## config.mk

```make
export PLATFORM = sky130hd
export DESIGN_NAME = bullet_arbiter
export DESIGN_NICKNAME = d
export VERILOG_FILES = /design/src/rtl/shooting_game_pkg.sv /design/src/rtl/fire_req_latch.sv /design/src/rtl/bullet_arbiter.sv
export SDC_FILE = /design/constraint.sdc
export NUM_CORES = 1
export LEC_CHECK = 0
export BUFFER_PORTS_ARGS = -buffer_cell sky130_fd_sc_hd__buf_2
export CORE_ASPECT_RATIO = 0.75
export CORE_MARGIN = 2
export CORE_UTILIZATION = 52
export CTS_CLUSTER_DIAMETER = 60
export CTS_CLUSTER_SIZE = 8
export DETAILED_ROUTE_END_ITERATION = 12
export GPL_TIMING_DRIVEN = 1
export PLACE_DENSITY = 0.83
export SYNTH_ARGS = -nofsm -noshare
export SYNTH_HDL_FRONTEND = slang
export SYNTH_SLANG_ARGS = --single-unit
```

## constraint.sdc

```tcl
create_clock -name board_clk -period 3.3 [get_ports board_clk]
set_clock_uncertainty 0.2 [all_clocks]
set_input_delay 0.165 -clock board_clk [delete_from_list [all_inputs] [get_ports board_clk]]
set_output_delay 0.165 -clock board_clk [all_outputs]
set_load 0.05 [all_outputs]
```

## src/rtl/shooting_game_pkg.sv

```systemverilog
// Shared constants and state encoding for the shooting-game bullet logic.
package shooting_game_pkg;

  localparam int unsigned SCREEN_W = 640;
  localparam int unsigned COORD_W  = 10;

  localparam logic OWNER_P1 = 1'b0;
  localparam logic OWNER_P2 = 1'b1;

  typedef enum logic {
    ST_IDLE = 1'b0,
    ST_RUN  = 1'b1
  } arb_state_e;

endpackage

```

## src/rtl/fire_req_latch.sv

```systemverilog
// Per-player fire request: rising-edge detect on the key level, pending flag
// that survives until the next game tick, cleared while the game is idle.
module fire_req_latch (
  input  logic clk,
  input  logic rst,
  input  logic fire,
  input  logic tick_clr,
  input  logic idle_clr,
  output logic pend
);

  logic fire_prev_q, fire_prev_d;
  logic pend_q, pend_d;
  logic rise;

  always_comb begin
    rise        = fire & ~fire_prev_q;
    fire_prev_d = fire;
    pend_d      = pend_q;
    if (idle_clr) begin
      pend_d = 1'b0;
    end else if (tick_clr) begin
      // An edge landing on the tick cycle is kept for the following tick.
      pend_d = rise;
    end else if (rise) begin
      pend_d = 1'b1;
    end
  end

  always_ff @(posedge clk or posedge rst) begin
    if (rst) begin
      fire_prev_q <= 1'b0;
      pend_q      <= 1'b0;
    end else begin
      fire_prev_q <= fire_prev_d;
      pend_q      <= pend_d;
    end
  end

  assign pend = pend_q;

endmodule

```

## src/rtl/bullet_arbiter.sv

```systemverilog
// Shared bullet-slot scheduler: arbitrates fire requests onto SLOTS slots,
// advances bullets per tick. Optional shot counters via BULLET_ARB_STATS_EN.
module bullet_arbiter
  import shooting_game_pkg::*;
#(
  parameter int unsigned SLOTS    = 4,
  parameter int unsigned COOLDOWN = 8,
  parameter int unsigned SPEED    = 4,
  parameter int unsigned SPAWN1_X = 40,
  parameter int unsigned SPAWN2_X = 600
) (
  input  logic                       board_clk,
  input  logic                       reset,
  input  logic                       tick,
  input  logic                       start,
  input  logic                       p1_fire,
  input  logic                       p2_fire,
  input  logic [COORD_W-1:0]         p1_y,
  input  logic [COORD_W-1:0]         p2_y,
  input  logic [SLOTS-1:0]           hit_clear,
  output logic [SLOTS-1:0]           slot_valid,
  output logic [SLOTS-1:0]           slot_owner,
  output logic [SLOTS*COORD_W-1:0]   slot_x,
  output logic [SLOTS*COORD_W-1:0]   slot_y,
  output logic                       p1_grant,
  output logic                       p2_grant
`ifdef BULLET_ARB_STATS_EN
  ,
  output logic [7:0]                 p1_shots,
  output logic [7:0]                 p2_shots
`endif
);

  localparam int unsigned CW   = COORD_W;
  localparam int unsigned CD_W = (COOLDOWN < 1) ? 1 : $clog2(COOLDOWN + 1);

  arb_state_e        state_q, state_d;
  logic [SLOTS-1:0]  valid_q, valid_d;
  logic [SLOTS-1:0]  owner_q, owner_d;
  logic [CW-1:0]     x_q [SLOTS];
  logic [CW-1:0]     x_d [SLOTS];
  logic [CW-1:0]     y_q [SLOTS];
  logic [CW-1:0]     y_d [SLOTS];
  logic [CD_W-1:0]   cd1_q, cd1_d, cd2_q, cd2_d;
  logic              rr_q, rr_d;
  logic              g1_q, g1_d, g2_q, g2_d;

  logic              idle, run_tick;
  logic              pend1, pend2, elig1, elig2;
  logic [SLOTS-1:0]  first_oh, second_oh, p1_oh, p2_oh;
  logic              found1, found2;
  logic [CW:0]       fwd;

  assign idle     = (state_q == ST_IDLE) || !start;
  assign run_tick = !idle && tick;

  fire_req_latch u_p1_req (
    .clk      (board_clk),
    .rst      (reset),
    .fire     (p1_fire),
    .tick_clr (run_tick),
    .idle_clr (idle),
    .pend     (pend1)
  );

  fire_req_latch u_p2_req (
    .clk      (board_clk),
    .rst      (reset),
    .fire     (p2_fire),
    .tick_clr (run_tick),
    .idle_clr (idle),
    .pend     (pend2)
  );

  // Free slots are those invalid before this tick; slots vacated this cycle
  // are deliberately not eligible.
  always_comb begin
    first_oh  = '0;
    second_oh = '0;
    found1    = 1'b0;
    found2    = 1'b0;
    for (int unsigned i = 0; i < SLOTS; i++) begin
      if (!valid_q[i]) begin
        if (!found1) begin
          first_oh[i] = 1'b1;
          found1      = 1'b1;
        end else if (!found2) begin
          second_oh[i] = 1'b1;
          found2       = 1'b1;
        end
      end
    end
  end

  always_comb begin
    elig1 = pend1 && (cd1_q == '0);
    elig2 = pend2 && (cd2_q == '0);
    p1_oh = '0;
    p2_oh = '0;
    rr_d  = rr_q;
    if (run_tick) begin
      if (elig1 && elig2) begin
        if (found2) begin
          p1_oh = first_oh;
          p2_oh = second_oh;
        end else if (found1) begin
          if (rr_q) p2_oh = first_oh;
          else      p1_oh = first_oh;
          rr_d = ~rr_q;
        end
      end else if (elig1) begin
        p1_oh = first_oh;
      end else if (elig2) begin
        p2_oh = first_oh;
      end
    end
    if (idle) rr_d = 1'b0;
  end

  always_comb begin
    state_d = start ? ST_RUN : ST_IDLE;
    valid_d = valid_q;
    owner_d = owner_q;
    x_d     = x_q;
    y_d     = y_q;
    cd1_d   = cd1_q;
    cd2_d   = cd2_q;
    g1_d    = run_tick && (p1_oh != '0);
    g2_d    = run_tick && (p2_oh != '0);
    fwd     = '0;
    if (idle) begin
      valid_d = '0;
      cd1_d   = '0;
      cd2_d   = '0;
    end else begin
      for (int unsigned i = 0; i < SLOTS; i++) begin
        fwd = {1'b0, x_q[i]} + (CW+1)'(SPEED);
        if (hit_clear[i]) begin
          valid_d[i] = 1'b0;
        end else if (run_tick && valid_q[i]) begin
          if (owner_q[i] == OWNER_P1) begin
            if (fwd >= (CW+1)'(SCREEN_W)) valid_d[i] = 1'b0;
            else                          x_d[i]     = fwd[CW-1:0];
          end else begin
            if (x_q[i] < CW'(SPEED)) valid_d[i] = 1'b0;
            else                     x_d[i]     = x_q[i] - CW'(SPEED);
          end
        end
        if (p1_oh[i] || p2_oh[i]) begin
          valid_d[i] = 1'b1;
          owner_d[i] = p2_oh[i] ? OWNER_P2 : OWNER_P1;
          x_d[i]     = p2_oh[i] ? CW'(SPAWN2_X) : CW'(SPAWN1_X);
          y_d[i]     = p2_oh[i] ? p2_y : p1_y;
        end
      end
      if (run_tick) begin
        if (g1_d)              cd1_d = CD_W'(COOLDOWN);
        else if (cd1_q != '0)  cd1_d = cd1_q - CD_W'(1);
        if (g2_d)              cd2_d = CD_W'(COOLDOWN);
        else if (cd2_q != '0)  cd2_d = cd2_q - CD_W'(1);
      end
    end
  end

  always_ff @(posedge board_clk or posedge reset) begin
    if (reset) begin
      state_q <= ST_IDLE;
      valid_q <= '0;
      owner_q <= '0;
      cd1_q   <= '0;
      cd2_q   <= '0;
      rr_q    <= 1'b0;
      g1_q    <= 1'b0;
      g2_q    <= 1'b0;
      for (int unsigned i = 0; i < SLOTS; i++) begin
        x_q[i] <= '0;
        y_q[i] <= '0;
      end
    end else begin
      state_q <= state_d;
      valid_q <= valid_d;
      owner_q <= owner_d;
      cd1_q   <= cd1_d;
      cd2_q   <= cd2_d;
      rr_q    <= rr_d;
      g1_q    <= g1_d;
      g2_q    <= g2_d;
      for (int unsigned i = 0; i < SLOTS; i++) begin
        x_q[i] <= x_d[i];
        y_q[i] <= y_d[i];
      end
    end
  end

  for (genvar gi = 0; gi < SLOTS; gi++) begin : g_pack
    assign slot_x[gi*CW +: CW] = x_q[gi];
    assign slot_y[gi*CW +: CW] = y_q[gi];
  end

  assign slot_valid = valid_q;
  assign slot_owner = owner_q;
  assign p1_grant   = g1_q;
  assign p2_grant   = g2_q;

`ifdef BULLET_ARB_STATS_EN
  logic [7:0] shots1_q, shots1_d, shots2_q, shots2_d;

  always_comb begin
    shots1_d = shots1_q;
    shots2_d = shots2_q;
    if (idle) begin
      shots1_d = '0;
      shots2_d = '0;
    end else begin
      if (g1_d && (shots1_q != '1)) shots1_d = shots1_q + 8'd1;
      if (g2_d && (shots2_q != '1)) shots2_d = shots2_q + 8'd1;
    end
  end

  always_ff @(posedge board_clk or posedge reset) begin
    if (reset) begin
      shots1_q <= '0;
      shots2_q <= '0;
    end else begin
      shots1_q <= shots1_d;
      shots2_q <= shots2_d;
    end
  end

  assign p1_shots = shots1_q;
  assign p2_shots = shots2_q;
`endif

endmodule

```

==> run summary, run 1 <==
Hold Path Origin = tick
H-tree depth = 3
asr flop ratio synth = 100%
Final Cell Area = 0.00713 mm2
CTS tree = built
initial drt markers = 694
# nets final = 832
CTS Buf Count = 9
cell area power density = 392 mW/mm2
top fanout value on the critical path = 8
Worst-Margin Slew = 0.839 ns
vias in the first global route = 5448
Final Hold Fails = 0
Critical Path Start Type = register
Syn Area/Cell = 8.89 um2
synthesis warning total = 0
Reg-to-Reg End = slot_y[28]
top post-synthesis cells by area = dfrtp_1 42%, nand2_1 4.5%, mux2i_1 3.8%
Worst EP arrival = 3.16 ns
routed vias = 5813
most frequent cell after synthesis = dfrtp_1
final core area utilization = 65.6%
Hold WS = 0.0427 ns
number of synthesized flops with an enable pin = 0
status = complete, no violations
RSZ-0062 raised after global routing = false
post-DP HPWL = 11800 um
sequential element share of the synthesized area = 41.6%
Antenna Cells = 0
Die Height = 95.2 um
root buffer cell = clkbuf_16
HP Class = input port to register
final worst setup slack = 0.166 ns
most instantiated cells after synthesis = 96 x dfrtp_1, 69 x nand2_1, 58 x nor2_1, 48 x inv_1, 36 x o21ai_0
RD Place Congestion = 0.915
first-pass GRT wire length = 27200 um
FF+latch count, synth = 96
Non-Filler Instances = 933
clk_lat worst skew = 0.35 ns
max_slew headroom = 44.0%
Leakage = 3.44 nW
FF-to-FF path depth = 9
pin count of the biggest net entering global routing = 69
mapped cell area = 0.00577 mm2
I/O pins = 120
drt wl/cell = 18.1 um
Die W = 126 um
GR Util All Layers = 28.3%
DR vias/cell = 6.23
total power = 2.79 mW
CTS Sinks = 96
Initial Utilization = 53.1%
Max Cap Viol = 0
antenna-violating nets left = 0
post-synth top area share = 41.6%
R2R Path Start = slot_valid[0]
total core area = 0.0109 mm2
post-synth top area cell = dfrtp_1
max-slew violations = 0
pre-CTS WS = 0.490 ns
fmax = 0.319 GHz
port buffer count = 111
clock-pin slew on the worst setup and hold paths = 0.07 ns
Post-Route WL = 16800 um
total grt overflow = 0
Hold Path Stages = 3
Synth Instances = 649
Peak VDD IR = 0.325 mV
crit path kind = register to register
setup violators final = 0
initial antenna violation count = 0
Distinct cells, synth = 78
setup_tns = 0 ns
proportion of layout cells with a drive suffix above 1 = 21.3%
Crit path required time = 3.33 ns
FILL cells = 850
cell count after placement = 877
Area Growth Syn to Fin = 23.6%
die area = 0.0120 mm2
clock tree buffer depth = 2
Final Critical Period = 3.13 ns
flop-to-flop setup slack = 0.17 ns
Post-DP Area = 0.00642 mm2
Crit. End Element = register
row count = 33
Hold Crit Endpoint = cd2_q[2]
Remaining DRCs = 0
fin crit share = 95.0%
Initial DRT Pass Iterations = 8
Main synth FF type = dfrtp_1
==> flip-flops by register name, indices dropped and copies added (netlist names) <==
| name | count |
|---|---|
| cd1_q | 4 |
| cd2_q | 4 |
| p1_grant | 1 |
| p2_grant | 1 |
| rr_q | 1 |
| slot_owner | 4 |
| slot_valid | 4 |
| slot_x | 32 |
| slot_y | 40 |
| state_q | 1 |
| u_p1_req.fire_prev_q | 1 |
| u_p1_req.pend | 1 |
| u_p2_req.fire_prev_q | 1 |
| u_p2_req.pend | 1 |
==> where the power goes <==
part	switching (mW)	leakage (nW)	total, mW	internal [mW]
combinational	0.371	2.07	0.524	0.153
sequential	0.0575	1.24	1.29	1.23
clock	0.452	0.136	0.982	0.531
total	0.880	3.44	2.79	1.91
==> cell usage in the layout (no fill, tap or decap), types with 5 or more instances in the layout <==
master	n
a21oi_1	23
a222oi_1	10
a22oi_1	17
a31o_2	6
a31oi_1	12
and3_1	5
buf_2	111
buf_4	20
clkbuf_16	9
conb_1	8
dfrtp_1	96
dlygate4sd3_1	36
ha_1	14
inv_1	47
mux2i_1	22
nand2_1	69
nand2b_1	6
nand3_1	18
nand4_1	9
nor2_1	58
nor2b_1	5
nor3_1	16
nor4_1	7
o211ai_1	10
o21ai_0	36
o22ai_1	10
o2bb2ai_1	5
o31ai_1	7
xnor2_1	12
xor2_1	8
==> worst max path at each step <==
| stage | slack (ns) | startpoint | cells past startpoint | to |
|---|---|---|---|---|
| 2_1_floorplan | 0.43 | reset | 1 | cd1_q[0] |
| 3_3_place_gp | 0.59 | slot_valid[0] | 8 | cd2_q[1] |
| 3_5_place_dp | 0.49 | cd2_q[0] | 7 | slot_y[2] |
| 4_1_cts | 0.04 | cd2_q[0] | 8 | slot_y[7] |
| 5_1_grt | 0.01 | slot_valid[0] | 9 | slot_y[28] |
| 6_report | 0.17 | slot_valid[0] | 9 | slot_y[28] |
==> timing repair <==
| action | CTS | global route |
|---|---|---|
| endpoints found under the setup margin | 0 | 7 |
| hold endpoints to repair | 115 | 0 |
| setup buffers | 0 | 4 |
| hold buffers | 36 | 0 |
| gates resized for setup | 0 | 6 |
==> metal layers <==
metal | GRT usage (%) | wire [um] | vias up
li1 | - | - | 2614
met1 | 37.7 | 6940 | 2837
met2 | 45.7 | 7880 | 324
met3 | 7.41 | 1630 | 38
met4 | 9.17 | 393 | 0
met5 | 0 | 0 | -
==> logic make-up after synthesis <==
kind of cell / after synthesis / synth area share, %
and+or+nand+nor: 227 / 19.5
muxes: 23 / 4.01
other: 1 / 0.0650
adders and majority gates: 14 / 3.04
DFF: 96 / 41.6
xor gates and xnor gates: 20 / 3.04
buffers and inverters: 94 / 7.01
AOI/OAI and AO/OA: 174 / 21.7
==> critical path, stage by stage, from the launching register on <==
cell and delay, ns:
dfrtp_1 0.47, inv_1 0.17, ha_1 0.27, nand2b_1 0.23, o2bb2ai_4 0.29, a311o_1 0.30
buf_4 0.21, mux2i_1 0.19, o21ai_0 0.09, dlygate4sd3_1 0.58
==> cell type report <==
| class | instances | area (um2) | share of cell area (%) |
|---|---|---|---|
| Multi-Input combinational cell | 466 | 3030 | 42.5 |
| Sequential cell | 96 | 2400 | 33.7 |
| Timing Repair Buffer | 167 | 1070 | 15.0 |
| Clock buffer | 11 | 243 | 3.41 |
| Inverter | 48 | 183 | 2.56 |
| Tap cell | 140 | 175 | 2.46 |
| Clock inverter | 5 | 31.3 | 0.439 |
(Power assumes the default switching activity.)
==> inputs of run 2 (changes only) <==
- SYNTH_HIERARCHICAL: unset -> 1
==> run 2 against run 1 <==
Compared with the run above:
- final cell count grew 10%
- global-route usage grew 0.62 points
- synthesized cell count grew 12%
- sequential share of layout area shrank 1.7 points
- worst hold slack gained 0.0027 ns
- first-iteration DRC count shrank 22%
- design area grew 5.4%
- combinational power shrank 14%
- sequential power is essentially flat
- via count grew 7.1%
==> run summary, run 2 <==
status = complete, no violations
initial antenna violation count = 0
Main synth FF type = dfrtp_1
top post-synthesis cells by area = dfrtp_1 39%, nand2_1 5.8%, mux2i_1 3.9%
final core area utilization = 65.2%
root buffer cell = clkbuf_16
max_slew headroom = 50.2%
Setup Buffers After CTS = 0
CTS tree = built
Initial Utilization = 53.1%
Syn Area/Cell = 8.45 um2
port buffer count = 111
critical path, cell by cell = inv_1, ha_1, nor2b_2, o21ai_1, a211o_1, nand2_1, buf_12, mux2i_1, o21ai_0, dlygate4sd3_1
Synth Instances = 725
FILL cells = 972
crit path kind = register to register
Final Hold Fails = 0
Post-DP Area = 0.00684 mm2
Final Cell Area = 0.00751 mm2
Worst-Margin Slew = 0.746 ns
cell area power density = 369 mW/mm2
total core area = 0.0115 mm2
clock-pin slew on the worst setup and hold paths = 0.07 ns
Final Critical Period = 3.13 ns
Critical Path Start Type = register
HP Class = input port to asynchronous set/reset pin
clk_lat worst skew = 0.34 ns
most common cell after layout, fill and taps aside = buf_2
first-pass GRT wire length = 29500 um
I/O pins = 120
vias in the first global route = 5884
GR Util All Layers = 28.9%
clock tree buffer depth = 2
Peak VDD IR = 0.304 mV
max FFs per register = 40
Worst EP arrival = 3.16 ns
Die Height = 98.0 um
setup violators final = 0
Initial DRT Pass Iterations = 5
RSZ-0062 raised after global routing = false
cell count after placement = 974
Crit path max-delay family = buffers and inverters
Non-Filler Instances = 1027
Die W = 129 um
most frequent cell after synthesis = dfrtp_1
setup_tns = 0 ns
post-DP HPWL = 12400 um
fmax = 0.320 GHz
post-synth top area share = 39.2%
proportion of layout cells with a drive suffix above 1 = 18.7%
Antenna Cells = 0
asr flop ratio synth = 100%
drt wl/cell = 17.5 um
most instantiated cells after synthesis = 96 x dfrtp_1, 94 x nand2_1, 60 x nor2_1, 37 x o21ai_0, 33 x inv_1
routed vias = 6224
number of synthesized flops with an enable pin = 0
total power = 2.77 mW
Crit. End Element = register
DR vias/cell = 6.06
die area = 0.0127 mm2
CTS Sinks = 96
row count = 34
crit-path max cell delay = 0.58 ns
fin crit share = 94.7%
Buf/Inv on CP = 3
CTS Buf Count = 9
initial drt markers = 544
# nets final = 903
slowest CP cell = dlygate4sd3_1
Max Cap Viol = 0
post-synth top area cell = dfrtp_1
highest-count cells in the layout ignoring fill and taps = 111 x buf_2, 95 x dfrtp_1, 94 x nand2_1, 60 x nor2_1
sequential element share of the synthesized area = 39.2%
mapped cell area = 0.00613 mm2
pin count of the biggest net entering global routing = 43
Post-Route WL = 18000 um
Area Growth Syn to Fin = 22.6%
total grt overflow = 0
synthesis warning total = 6
top fanout value on the critical path = 18
H-tree depth = 3
max-slew violations = 0
RD Place Congestion = 0.955
Distinct cells, synth = 73
FF+latch count, synth = 96
Leakage = 3.50 nW
antenna-violating nets left = 0
Remaining DRCs = 0
Crit path required time = 3.33 ns
-- run 2: cell count changes in the layout (fill, tap and decap cells not counted), sizes merged, moves of 7 or more --
| cell | before | now |
|---|---|---|
| nand2 | 69 | 95 |
| a31oi | 13 | 29 |
| inv | 49 | 36 |
| a222oi | 10 | 0 |
| a21oi | 25 | 34 |
| nor4 | 7 | 15 |
| o22ai | 10 | 2 |
| or4 | 0 | 7 |
-- run 2: final timing paths --
kind / cells past startpoint / startpoint / slack (ns) / endpoint
max: 10 / slot_valid[0] / 0.17 / slot_y[12]
min: 3 / reset / 0.05 / u_p2_req/pend
max reg2reg: 10 / slot_valid[0] / 0.17 / slot_y[12]
min reg2reg: 2 / slot_y[3] / 0.27 / slot_y[3]
max in group asynchronous: 4 / reset / 1.72 / slot_y[34]
min in group board_clk: 2 / slot_y[3] / 0.27 / slot_y[3]
-- run 2: repair_timing --
| action | 4_1_cts | 5_1_grt |
|---|---|---|
| gates resized for setup | 0 | 2 |
| hold buffers | 37 | 0 |
| hold endpoints to repair | 94 | 0 |
| setup endpoints to repair | 0 | 8 |
-- run 2: worst register-to-register path, cell delays in order, from the launching register on --
cell           delay (ns)
dfrtp_2              0.45
inv_1                0.12
ha_1                 0.25
nor2b_2              0.20
o21ai_1              0.15
a211o_1              0.34
nand2_1              0.20
buf_12               0.21
mux2i_1              0.21
o21ai_0              0.11
dlygate4sd3_1        0.58
-- run 2: where the power goes --
part / switching [mW] / internal [mW]
logic: 0.328 / 0.124
clock network: 0.519 / 0.537
registers: 0.0433 / 1.22
total: 0.891 / 1.88
-- run 2: through the flow --
| stage | hold slack (ns) | setup WS (ns) |
|---|---|---|
| 3_5_place_dp | -0.154 | 0.444 |
| 3_3_place_gp | -0.157 | 0.498 |
| 5_1_grt | 0.0581 | 0.0125 |
| 6_report | 0.0453 | 0.173 |
| 2_1_floorplan | -0.294 | 0.265 |
| 4_1_cts | 0.0317 | 0.110 |
-- run 2: final cells by class --
cell class | instances | area (um2) | share of cell area (%)
Clock inverter | 7 | 73.8 | 0.982
Multi-Input combinational cell | 552 | 3400 | 45.2
Timing Repair Buffer | 167 | 1080 | 14.4
Sequential cell | 96 | 2400 | 32.0
Inverter | 34 | 129 | 1.71
Clock buffer | 9 | 225 | 3.00
Tap cell | 162 | 203 | 2.70
-- run 2: kinds of logic (layout without fill, tap and decap cells) --
family	Yosys count	in the layout	share of synthesized area (%)
simple gates	304	304	25.3
compound gates	188	188	20.7
buf+inv	84	217	5.96
xor+xnor	14	14	2.00
mux	25	25	4.10
fa+ha+maj	13	13	2.65
other cells	1	8	0.0612
flops	96	96	39.2
-- run 2: routing by layer --
| layer | part of all wire, % | global-route usage [%] | up-vias |
|---|---|---|---|
| li1 | - | - | 2905 |
| met1 | 45 | 41.8 | 3009 |
| met2 | 46 | 44.5 | 290 |
| met3 | 7.7 | 6.41 | 20 |
| met4 | 1.3 | 6.61 | 0 |
| met5 | 0 | 0 | - |
